File: src/rtl/lsu_pkg.sv
// Shared definitions for the load/store unit: FSM state encoding, funct3
// access-size codes, byte-enable width and the access legality check.
package lsu_pkg;

  typedef enum logic [1:0] {
    ST_IDLE = 2'd0,
    ST_REQ  = 2'd1,
    ST_DONE = 2'd2
  } lsu_state_e;

  localparam logic [2:0] F3_B  = 3'b000;
  localparam logic [2:0] F3_H  = 3'b001;
  localparam logic [2:0] F3_W  = 3'b010;
  localparam logic [2:0] F3_BU = 3'b100;
  localparam logic [2:0] F3_HU = 3'b101;

  localparam int BE_W = 4;

  // Misaligned halfword/word, reserved funct3, or unsigned-size store.
  function automatic logic lsu_access_fault(input logic [2:0] f3,
                                            input logic [1:0] a,
                                            input logic       we);
    logic flt;
    case (f3)
      F3_B:    flt = 1'b0;
      F3_BU:   flt = we;
      F3_H:    flt = a[0];
      F3_HU:   flt = we | a[0];
      F3_W:    flt = (a != 2'b00);
      default: flt = 1'b1;
    endcase
    return flt;
  endfunction

endpackage

File: src/rtl/lsu_load_format.sv
// Load lane extraction: shifts the addressed byte/halfword down to bit 0 and
// sign- or zero-extends it according to funct3.
module lsu_load_format
  import lsu_pkg::*;
#(
  parameter int DATA_WIDTH = 32
) (
  input  logic [DATA_WIDTH-1:0] i_rdata,
  input  logic [1:0]            i_offset,
  input  logic [2:0]            i_funct3,
  output logic [DATA_WIDTH-1:0] o_data
);

  logic [DATA_WIDTH-1:0] w_lane;

  assign w_lane = i_rdata >> {i_offset, 3'b000};

  // Extend the selected lane to a full word
  always_comb begin
    o_data = '0;
    case (i_funct3)
      F3_B:    o_data = {{(DATA_WIDTH-8){w_lane[7]}}, w_lane[7:0]};
      F3_BU:   o_data = {{(DATA_WIDTH-8){1'b0}}, w_lane[7:0]};
      F3_H:    o_data = {{(DATA_WIDTH-16){w_lane[15]}}, w_lane[15:0]};
      F3_HU:   o_data = {{(DATA_WIDTH-16){1'b0}}, w_lane[15:0]};
      F3_W:    o_data = w_lane;
      default: o_data = '0;
    endcase
  end

endmodule

File: src/rtl/load_store_unit.sv
// Load/store unit: drives one ready-handshake bus access per memory
// instruction and stalls the core until the access completes.
// Optional build macro LSU_TIMEOUT_EN: aborts a request after
// TIMEOUT_CYCLES REQ cycles without Bus_Ready_i and pulses Fault_o.
//
// state | meaning
// IDLE  | no access in flight; start on a legal req, flag illegal ones
// REQ   | bus request held, waiting for Bus_Ready_i (or timeout)
// DONE  | access finished; core commits this cycle, req ignored
module load_store_unit
  import lsu_pkg::*;
#(
  parameter int DATA_WIDTH     = 32,
  parameter int ADDR_WIDTH     = 32,
  parameter int TIMEOUT_CYCLES = 255
) (
  input  logic                  clk,
  input  logic                  reset,
  input  logic                  Mem_Read_i,
  input  logic                  Mem_Write_i,
  input  logic [2:0]            Funct3_i,
  input  logic [ADDR_WIDTH-1:0] Address_i,
  input  logic [DATA_WIDTH-1:0] Store_Data_i,
  output logic [DATA_WIDTH-1:0] Load_Data_o,
  output logic                  Stall_o,
  output logic                  Fault_o,
  output logic                  Bus_Req_o,
  output logic                  Bus_We_o,
  output logic [ADDR_WIDTH-1:0] Bus_Addr_o,
  output logic [BE_W-1:0]       Bus_Be_o,
  output logic [DATA_WIDTH-1:0] Bus_Wdata_o,
  input  logic [DATA_WIDTH-1:0] Bus_Rdata_i,
  input  logic                  Bus_Ready_i
);

  lsu_state_e            r_state;
  logic                  r_bus_req;
  logic                  r_we;
  logic [ADDR_WIDTH-1:0] r_addr;
  logic [BE_W-1:0]       r_be;
  logic [DATA_WIDTH-1:0] r_wdata;
  logic [DATA_WIDTH-1:0] r_load_data;
  logic [2:0]            r_f3;
  logic [1:0]            r_off;

  logic                  w_req;
  logic                  w_fault;
  logic                  w_start;
  logic                  w_fault_now;
  logic                  w_stall;
  logic                  w_to_expire;
  logic                  w_to_fault;
  logic [BE_W-1:0]       w_be;
  logic [DATA_WIDTH-1:0] w_wdata;
  logic [DATA_WIDTH-1:0] w_fmt;

  // A set Mem_Write_i makes the access a store even if Mem_Read_i is also set
  assign w_req       = Mem_Read_i | Mem_Write_i;
  assign w_fault     = lsu_access_fault(Funct3_i, Address_i[1:0], Mem_Write_i);
  assign w_start     = (r_state == ST_IDLE) && w_req && !w_fault;
  assign w_fault_now = (r_state == ST_IDLE) && w_req && w_fault;

  // Store lane steering: byte enables and replicated write data
  always_comb begin
    w_be    = '0;
    w_wdata = '0;
    case (Funct3_i[1:0])
      2'b00: begin
        w_be    = 4'b0001 << Address_i[1:0];
        w_wdata = {4{Store_Data_i[7:0]}};
      end
      2'b01: begin
        w_be    = 4'b0011 << {Address_i[1], 1'b0};
        w_wdata = {2{Store_Data_i[15:0]}};
      end
      default: begin
        w_be    = 4'b1111;
        w_wdata = Store_Data_i;
      end
    endcase
  end

  lsu_load_format #(
    .DATA_WIDTH (DATA_WIDTH)
  ) u_load_format (
    .i_rdata  (Bus_Rdata_i),
    .i_offset (r_off),
    .i_funct3 (r_f3),
    .o_data   (w_fmt)
  );

`ifdef LSU_TIMEOUT_EN
  localparam int TO_CLOG = $clog2(TIMEOUT_CYCLES + 1);
  localparam int TO_W    = (TO_CLOG > 8) ? TO_CLOG : 8;
  localparam logic [TO_W-1:0] TO_LOAD = TO_W'(TIMEOUT_CYCLES - 1);

  logic [TO_W-1:0] r_to_cnt;
  logic            r_to_fault;

  // Down-count REQ cycles; terminal count without ready aborts the access
  always_ff @(posedge clk or negedge reset) begin
    if (!reset) begin
      r_to_cnt   <= '0;
      r_to_fault <= 1'b0;
    end else begin
      r_to_fault <= w_to_expire;
      if (w_start)
        r_to_cnt <= TO_LOAD;
      else if (r_state == ST_REQ && r_to_cnt != '0)
        r_to_cnt <= r_to_cnt - 1'b1;
    end
  end

  assign w_to_expire = (r_state == ST_REQ) && !Bus_Ready_i && (r_to_cnt == '0);
  assign w_to_fault  = r_to_fault;
`else
  assign w_to_expire = 1'b0;
  assign w_to_fault  = 1'b0;
`endif

  // Access sequencer with registered bus outputs and load result
  always_ff @(posedge clk or negedge reset) begin
    if (!reset) begin
      r_state     <= ST_IDLE;
      r_bus_req   <= 1'b0;
      r_we        <= 1'b0;
      r_addr      <= '0;
      r_be        <= '0;
      r_wdata     <= '0;
      r_load_data <= '0;
      r_f3        <= '0;
      r_off       <= '0;
    end else begin
      case (r_state)
        ST_IDLE: begin
          if (w_start) begin
            r_bus_req <= 1'b1;
            r_we      <= Mem_Write_i;
            r_addr    <= {Address_i[ADDR_WIDTH-1:2], 2'b00};
            r_be      <= w_be;
            r_wdata   <= Mem_Write_i ? w_wdata : '0;
            r_f3      <= Funct3_i;
            r_off     <= Address_i[1:0];
            r_state   <= ST_REQ;
          end else if (w_fault_now && !Mem_Write_i) begin
            r_load_data <= '0;
          end
        end
        ST_REQ: begin
          if (Bus_Ready_i) begin
            r_bus_req <= 1'b0;
            if (!r_we)
              r_load_data <= w_fmt;
            r_state <= ST_DONE;
          end else if (w_to_expire) begin
            r_bus_req <= 1'b0;
            if (!r_we)
              r_load_data <= '0;
            r_state <= ST_DONE;
          end
        end
        ST_DONE: r_state <= ST_IDLE;
        default: r_state <= ST_IDLE;
      endcase
    end
  end

  // Stall the core for a legal pending access and while the bus is busy
  always_comb begin
    w_stall = 1'b0;
    case (r_state)
      ST_IDLE: w_stall = w_req & ~w_fault;
      ST_REQ:  w_stall = 1'b1;
      default: w_stall = 1'b0;
    endcase
  end

  assign Stall_o     = w_stall;
  assign Fault_o     = w_fault_now | w_to_fault;
  assign Bus_Req_o   = r_bus_req;
  assign Bus_We_o    = r_we;
  assign Bus_Addr_o  = r_addr;
  assign Bus_Be_o    = r_be;
  assign Bus_Wdata_o = r_wdata;
  assign Load_Data_o = r_load_data;

endmodule
File: config.mk
export PLATFORM = sky130hd
export DESIGN_NAME = load_store_unit
export DESIGN_NICKNAME = d
export VERILOG_FILES = /design/src/rtl/lsu_pkg.sv /design/src/rtl/lsu_load_format.sv /design/src/rtl/load_store_unit.sv
export SDC_FILE = /design/constraint.sdc
export NUM_CORES = 1
export LEC_CHECK = 0
export ABC_AREA = 0
export CORE_ASPECT_RATIO = 0.9
export CORE_MARGIN = 2
export CORE_UTILIZATION = 40
export CTS_CLUSTER_SIZE = 12
export DETAILED_ROUTE_END_ITERATION = 8
export PLACE_DENSITY = 0.79
export SLEW_MARGIN = 20
export SYNTH_ARGS = -nofsm -noshare
export SYNTH_HDL_FRONTEND = slang
export SYNTH_HIERARCHICAL = 1
export SYNTH_SLANG_ARGS = --single-unit
File: constraint.sdc
create_clock -name clk -period 2 [get_ports clk]
set_clock_uncertainty 0.05 [all_clocks]
set_input_delay 0.3 -clock clk [delete_from_list [all_inputs] [get_ports clk]]
set_output_delay 0.3 -clock clk [all_outputs]
set_load 0.01 [all_outputs]
-- Yosys cells after proc, flatten, opt, wreduce, memory -nomap -nowiden
Index checks and enable logic that the tools add are counted.
- input bits: 104
- output and inout port bits: 104
- word-level logic and storage cells: 64
- bits in registers: 107
- mux-type cells: 17
- reduce and logical (&&, ||, !) cells: 16
- shift-type cells: 3
- equality and inequality tests: 15
- bitwise gates (word level): 4
- operators with widths (operator ; number):
    2-to-1 mux 32 bit ; 5
    case mux 32 bit (5 select lines) ; 1
    case mux 32 bit (2 select lines) ; 2
    >> shifter 32 x 5 -> 32 bit ; 1
    == test 3 bit, second input constant ; 4
    != test 2 bit, second input constant ; 4
    case mux 4 bit (2 select lines) ; 1
    == test 3 x 1 -> 1 bit, second input constant ; 2
    == test 3 x 2 -> 1 bit, second input constant ; 2
    logical NOT 3 bit ; 2
    case mux 1 bit (5 select lines) ; 1
    AND reduction 5 bit ; 1
    == test 2 x 1 -> 1 bit, second input constant ; 2
    logical AND 1 bit ; 4
    logical NOT 2 bit ; 2
    2-to-1 mux 2 bit ; 2
    case mux 1 bit (2 select lines) ; 2
    case mux 2 bit (2 select lines) ; 1
    AND reduction 2 bit ; 2
    nonzero test 2 bit ; 2
    << shifter 1 x 2 -> 4 bit, first input constant ; 1
    << shifter 2 x 2 -> 4 bit, first input constant ; 1
    AND reduction 3 bit ; 1
    logical NOT 1 bit ; 2
    other kinds (5) ; 7

-- Logic depth before layout (Yosys ltp)
Gate-level depths: netlist of the first run.
- depth after elaboration: 7
- gate-level depth with buffers: 7
- mapped depth without buffers: 5

-- By module
The synthesis of the first run kept the hierarchy.
- by module, submodules not included (module ; instances ; seq. area each (µm²) ; area an instance (µm²) ; cells each):
    load_store_unit ; 1 ; 2677.6 ; 4710.8 ; 443
    lsu_load_format ; 1 ; 0.0 ; 917.1 ; 115

-- Worst setup path after synthesis of the first run
OpenSTA, ideal clock, no wires.
- path type: input port to flip-flop
- from: input Funct3_i[0]
- to: register r_addr[12], in the netlist Bus_Addr_o[12]
- cell stages on the path: 5
- setup slack: -139 ps
- setup time: 128 ps
- data arrival time: 1962 ps
- data required time: 1822 ps
- path buffers: 2
- cells stage by stage: or4_1 -> a2111o_1 -> buf_2 -> buf_4 -> mux2_1
- word-level cells in the longest chain between the ends: 5
- elaborated cells between the ends (all ways): 9
- RTL lines (what ; RTL line ; text):
    start: declaration ; load_store_unit.sv:21 ; input logic [2:0] Funct3_i,
    == test 3 x 2 -> 1 bit (tied with other cells) ; lsu_pkg.sv:24 ; case (f3)
    case mux 1 bit (5 select lines) * ; lsu_pkg.sv:24 ;
    logical NOT 1 bit * ; load_store_unit.sv:60 ; assign w_start = (r_state == ST_IDLE) && w_req && !w_fault;
    logical AND 1 bit * ; load_store_unit.sv:60 ;
    AND reduction 2 bit (no source line) * ; - ;
    end signal: assignment ; load_store_unit.sv:139 ; r_addr <= {Address_i[ADDR_WIDTH-1:2], 2'b00};
    end: declaration ; load_store_unit.sv:39 ; logic [ADDR_WIDTH-1:0] r_addr;
Mark *: on every way between the ends. The rest lies on a longest branch, timed or not.
A chain may end at the register's enable or synchronous reset.

-- Worst setup path in the final report of the first run
- from: input Funct3_i[0]
- to: output Stall_o
- word-level cells in the longest chain between the ends: 5
- elaborated cells between the ends (all ways): 9
- RTL lines (what ; RTL line ; text):
    == test 3 x 2 -> 1 bit (tied with other cells) ; lsu_pkg.sv:24 ;
    case mux 1 bit (5 select lines) * ; lsu_pkg.sv:24 ;
    NOT 1 bit * ; load_store_unit.sv:172 ; ST_IDLE: w_stall = w_req & ~w_fault;
    AND 1 bit * ; load_store_unit.sv:172 ;
    case mux 1 bit (2 select lines) * ; load_store_unit.sv:171 ; case (r_state)
    end: declaration ; load_store_unit.sv:25 ; output logic Stall_o,
Marked as above.

==> results of run 1 <==
-- repair_timing --
item | in CTS | in global routing
gates resized for setup | 30 | 6
hold endpoints to repair | 30 | 0
gates cloned | 3 | 0
buffers inserted | 3 | 2
setup endpoints to repair | 106 | 42
hold buffers | 1 | 0
pin swaps | 3 | 3
-- registers in the layout (all words and copies together), names as in the netlist --
name,cells
r_state,2
r_off,2
Bus_Wdata_o,32
Bus_Be_o,4
Bus_We_o,1
Bus_Req_o,1
r_f3,3
Bus_Addr_o,30
Load_Data_o,32
-- worst paths after layout --
| kind | cells after the start | endpoint |
|---|---|---|
| min in group asynchronous | 2 | Load_Data_o[11] |
| worst max-delay path | 5 | Stall_o |
| worst max register to register | 6 | Load_Data_o[14] |
| max in group asynchronous | 3 | Bus_Addr_o[24] |
| worst min register to register | 2 | Bus_Wdata_o[0] |
| worst min-delay path | 3 | r_f3[2] |
-- routing by layer --
metal  GRT usage, %  vias to the layer above  wire length, µm
met1          26.29                     2327             6562
met2          38.24                      196             7814
met4          4.130                        0              145
li1               -                     2308                -
met5              0                        -                0
met3          10.22                       13             1743
-- layout make-up --
class                      count  area [µm²]  share of cell area (%)
antenna                        1       2.502                 0.02969
clock buffer                   9       225.2                   2.672
clock inverter                 7       68.82                  0.8165
inverter                      37       138.9                   1.648
multi-input combinational    371        2603                   30.88
sequential                   107        2678                   31.77
tap                          193       241.5                   2.865
timing repair buffer         244        2471                   29.32
-- worst max-delay path, stage by stage --
cell	delay, ns
buf_2	0.11
or4_4	0.53
a2111o_2	0.49
nand2_2	0.09
buf_6	0.10
-- placed cells by master, fill, tap and decap left out, types with 4 or more instances in the layout --
cell type          n
dfrtp_1          107
o21ai_0           55
nor2_1            16
a211oi_1           7
o211ai_2           5
mux2i_1           46
mux2_1            20
mux2_2            44
inv_1             37
nand3b_1           8
o211ai_1          11
clkbuf_16          9
nand2_1          121
buf_6              4
buf_4             28
a22oi_1            6
clkdlybuf4s50_1  196
buf_12             6
-- power by group through the flow --
| stage | registers [mW] | clock network (mW) | logic (mW) |
|---|---|---|---|
| 3_5_place_dp | 3.30 | 0 | 4.04 |
| 5_1_grt | 3.35 | 1.92 | 4.49 |
| 4_1_cts | 3.26 | 1.83 | 4.14 |
| 6_report | 3.26 | 1.77 | 4.16 |
| 2_1_floorplan | 3.50 | 0 | 1.74 |
| 3_3_place_gp | 3.26 | 0 | 3.96 |
-- through the flow --
step	power (mW)	hold slack [ns]
after floorplan	5.239	-0.04559
after detailed placement	7.335	0.2323
after global routing	9.756	0.2711
after global placement	7.217	0.2191
final	9.184	0.2756
after CTS	9.227	0.2568
-- kinds of logic (layout without fill, tap and decap cells) --
| family | count (synthesis) | after routing |
|---|---|---|
| AOI/OAI and AO/OA | 94 | 94 |
| buffers and inverters | 81 | 297 |
| DFF | 107 | 107 |
| muxes | 115 | 115 |
| other | 1 | 3 |
| and+or+nand+nor | 160 | 160 |
-- synth_stat cells, types with 2 or more instances --
library cell	instances	area (µm²)
o211ai_1	11	82.58
o211ai_2	5	62.56
nand2_1	122	457.9
a211oi_1	7	52.55
nor2_1	16	60.06
o21ai_0	56	280.3
buf_2	4	20.02
nor4b_1	2	17.52
mux2_4	2	30.03
mux2i_1	49	490.5
buf_1	5	18.77
mux2_2	44	495.5
nand3b_1	8	60.06
a22oi_1	6	45.04
nor2b_1	4	25.02
a21oi_1	2	10.01
clkbuf_1	20	75.07
dfrtp_1	107	2678
mux2_1	20	225.2
inv_1	37	138.9
buf_4	6	45.04
buf_6	7	78.83
==> qor.csv, run 1 <==
metric,value,unit
status,finished clean,
n_fill_cell,1145,
cts_buffers,9,
final_cell_area,8428,µm²
finalNetCount,874,
power.internal,5.989,mW
fin_crit,1.974,ns
syn_area_per_cell,10.09,µm²
drc,0,
track_usage,22.36,%
syn_to_final_growth,49.76,%
syn-cell-area,5628,µm²
cts_tree,built,
yosys_most_used_dff,dfrtp_1,
synth-compound-area-share,11.07,%
synth-seq-cells,107,
finalSetupTns,0,ns
fp.dieArea,15040,µm²
cts.sinks,107,
worstSetupStartpointType,primary input,
dp_slack,-0.7417,ns
setup_viol,0,
synthDistinctLibCells,40,
overflow,0,
vias,4844,
crit_start,Funct3_i[0],
synthMuxAreaShare,22.05,%
fin_crit_sh,98.72,%
synth_edf_count,0,
place_congestion,0.8511,
crit_fanout,3,
switchingPower,3.195,mW
required,1.65,ns
fin_ws,0.02567,ns
hold_viol_final,0,
place_hpwl,12030,µm
endpoint_kind,primary output,
critical_path_class,in -> out,
wirelength,16270,µm
ant_nets,0,
p_leak,3.555,nW
worst_ir_drop_vdd,903.8,µV
synth_top_family_by_area,multiplexers,
io_pins,208,
synth_xor_area_share,0,%
post_drt_wl_per_cell,16.79,µm
placed_area,7993,µm²
p_per_area,1090,nW/µm²
die_y,116.5,µm
reg2reg_slack,0.15,ns
cts-root-buf,clkbuf_16,
drv_cap,0,
netSwitchingFraction,34.79,%
ys_seq_area_share,47.58,%
hp-start,Funct3_i[2],
antenna_found_initial,1,
dp.cells,945,
rr_startpoint,r_off[0],
synthAdderAreaFrac,0,%
die-width,129.0,µm
cts_max_path_buffers,2,
hold_class,in -> reg,
p_comb_share,45.3,%
clock_latency,0.35,ns
port_buffers,205,
core,13900,µm²
drive_gt1_share,16.13,%
crit_arrival,1.62,ns
start_util,40.48,%
row_count,41,
ys.warnings.count,6,
p_clk_share,19.3,%
p_seq_share,35.5,%
htree_levels,3,
viasPerCell,4.999,
grt_max_degree,59,
fin_util,60.62,%
drtIter0Drc,352,
final_cells,969,
dr.pass1.iters,5,
ys_async_sr_fraction,100.0,%
slew_violations,0,
grt_pass1_vias,5001,
fmax,506.5,MHz
synthCells,558,
rsz0062_at_grt,no,
grt_pass1_wl,26000,µm
synthSimpleGateAreaFrac,12.32,%
clk_pin_slew,0.07,ns
Power figures use the tool's default switching activity.
==> run 2: changes to the inputs <==
- GPL_ROUTABILITY_DRIVEN: not set -> 0
==> results of run 2 <==
The final DEF is identical to that of run 1; final timing and power are the same.
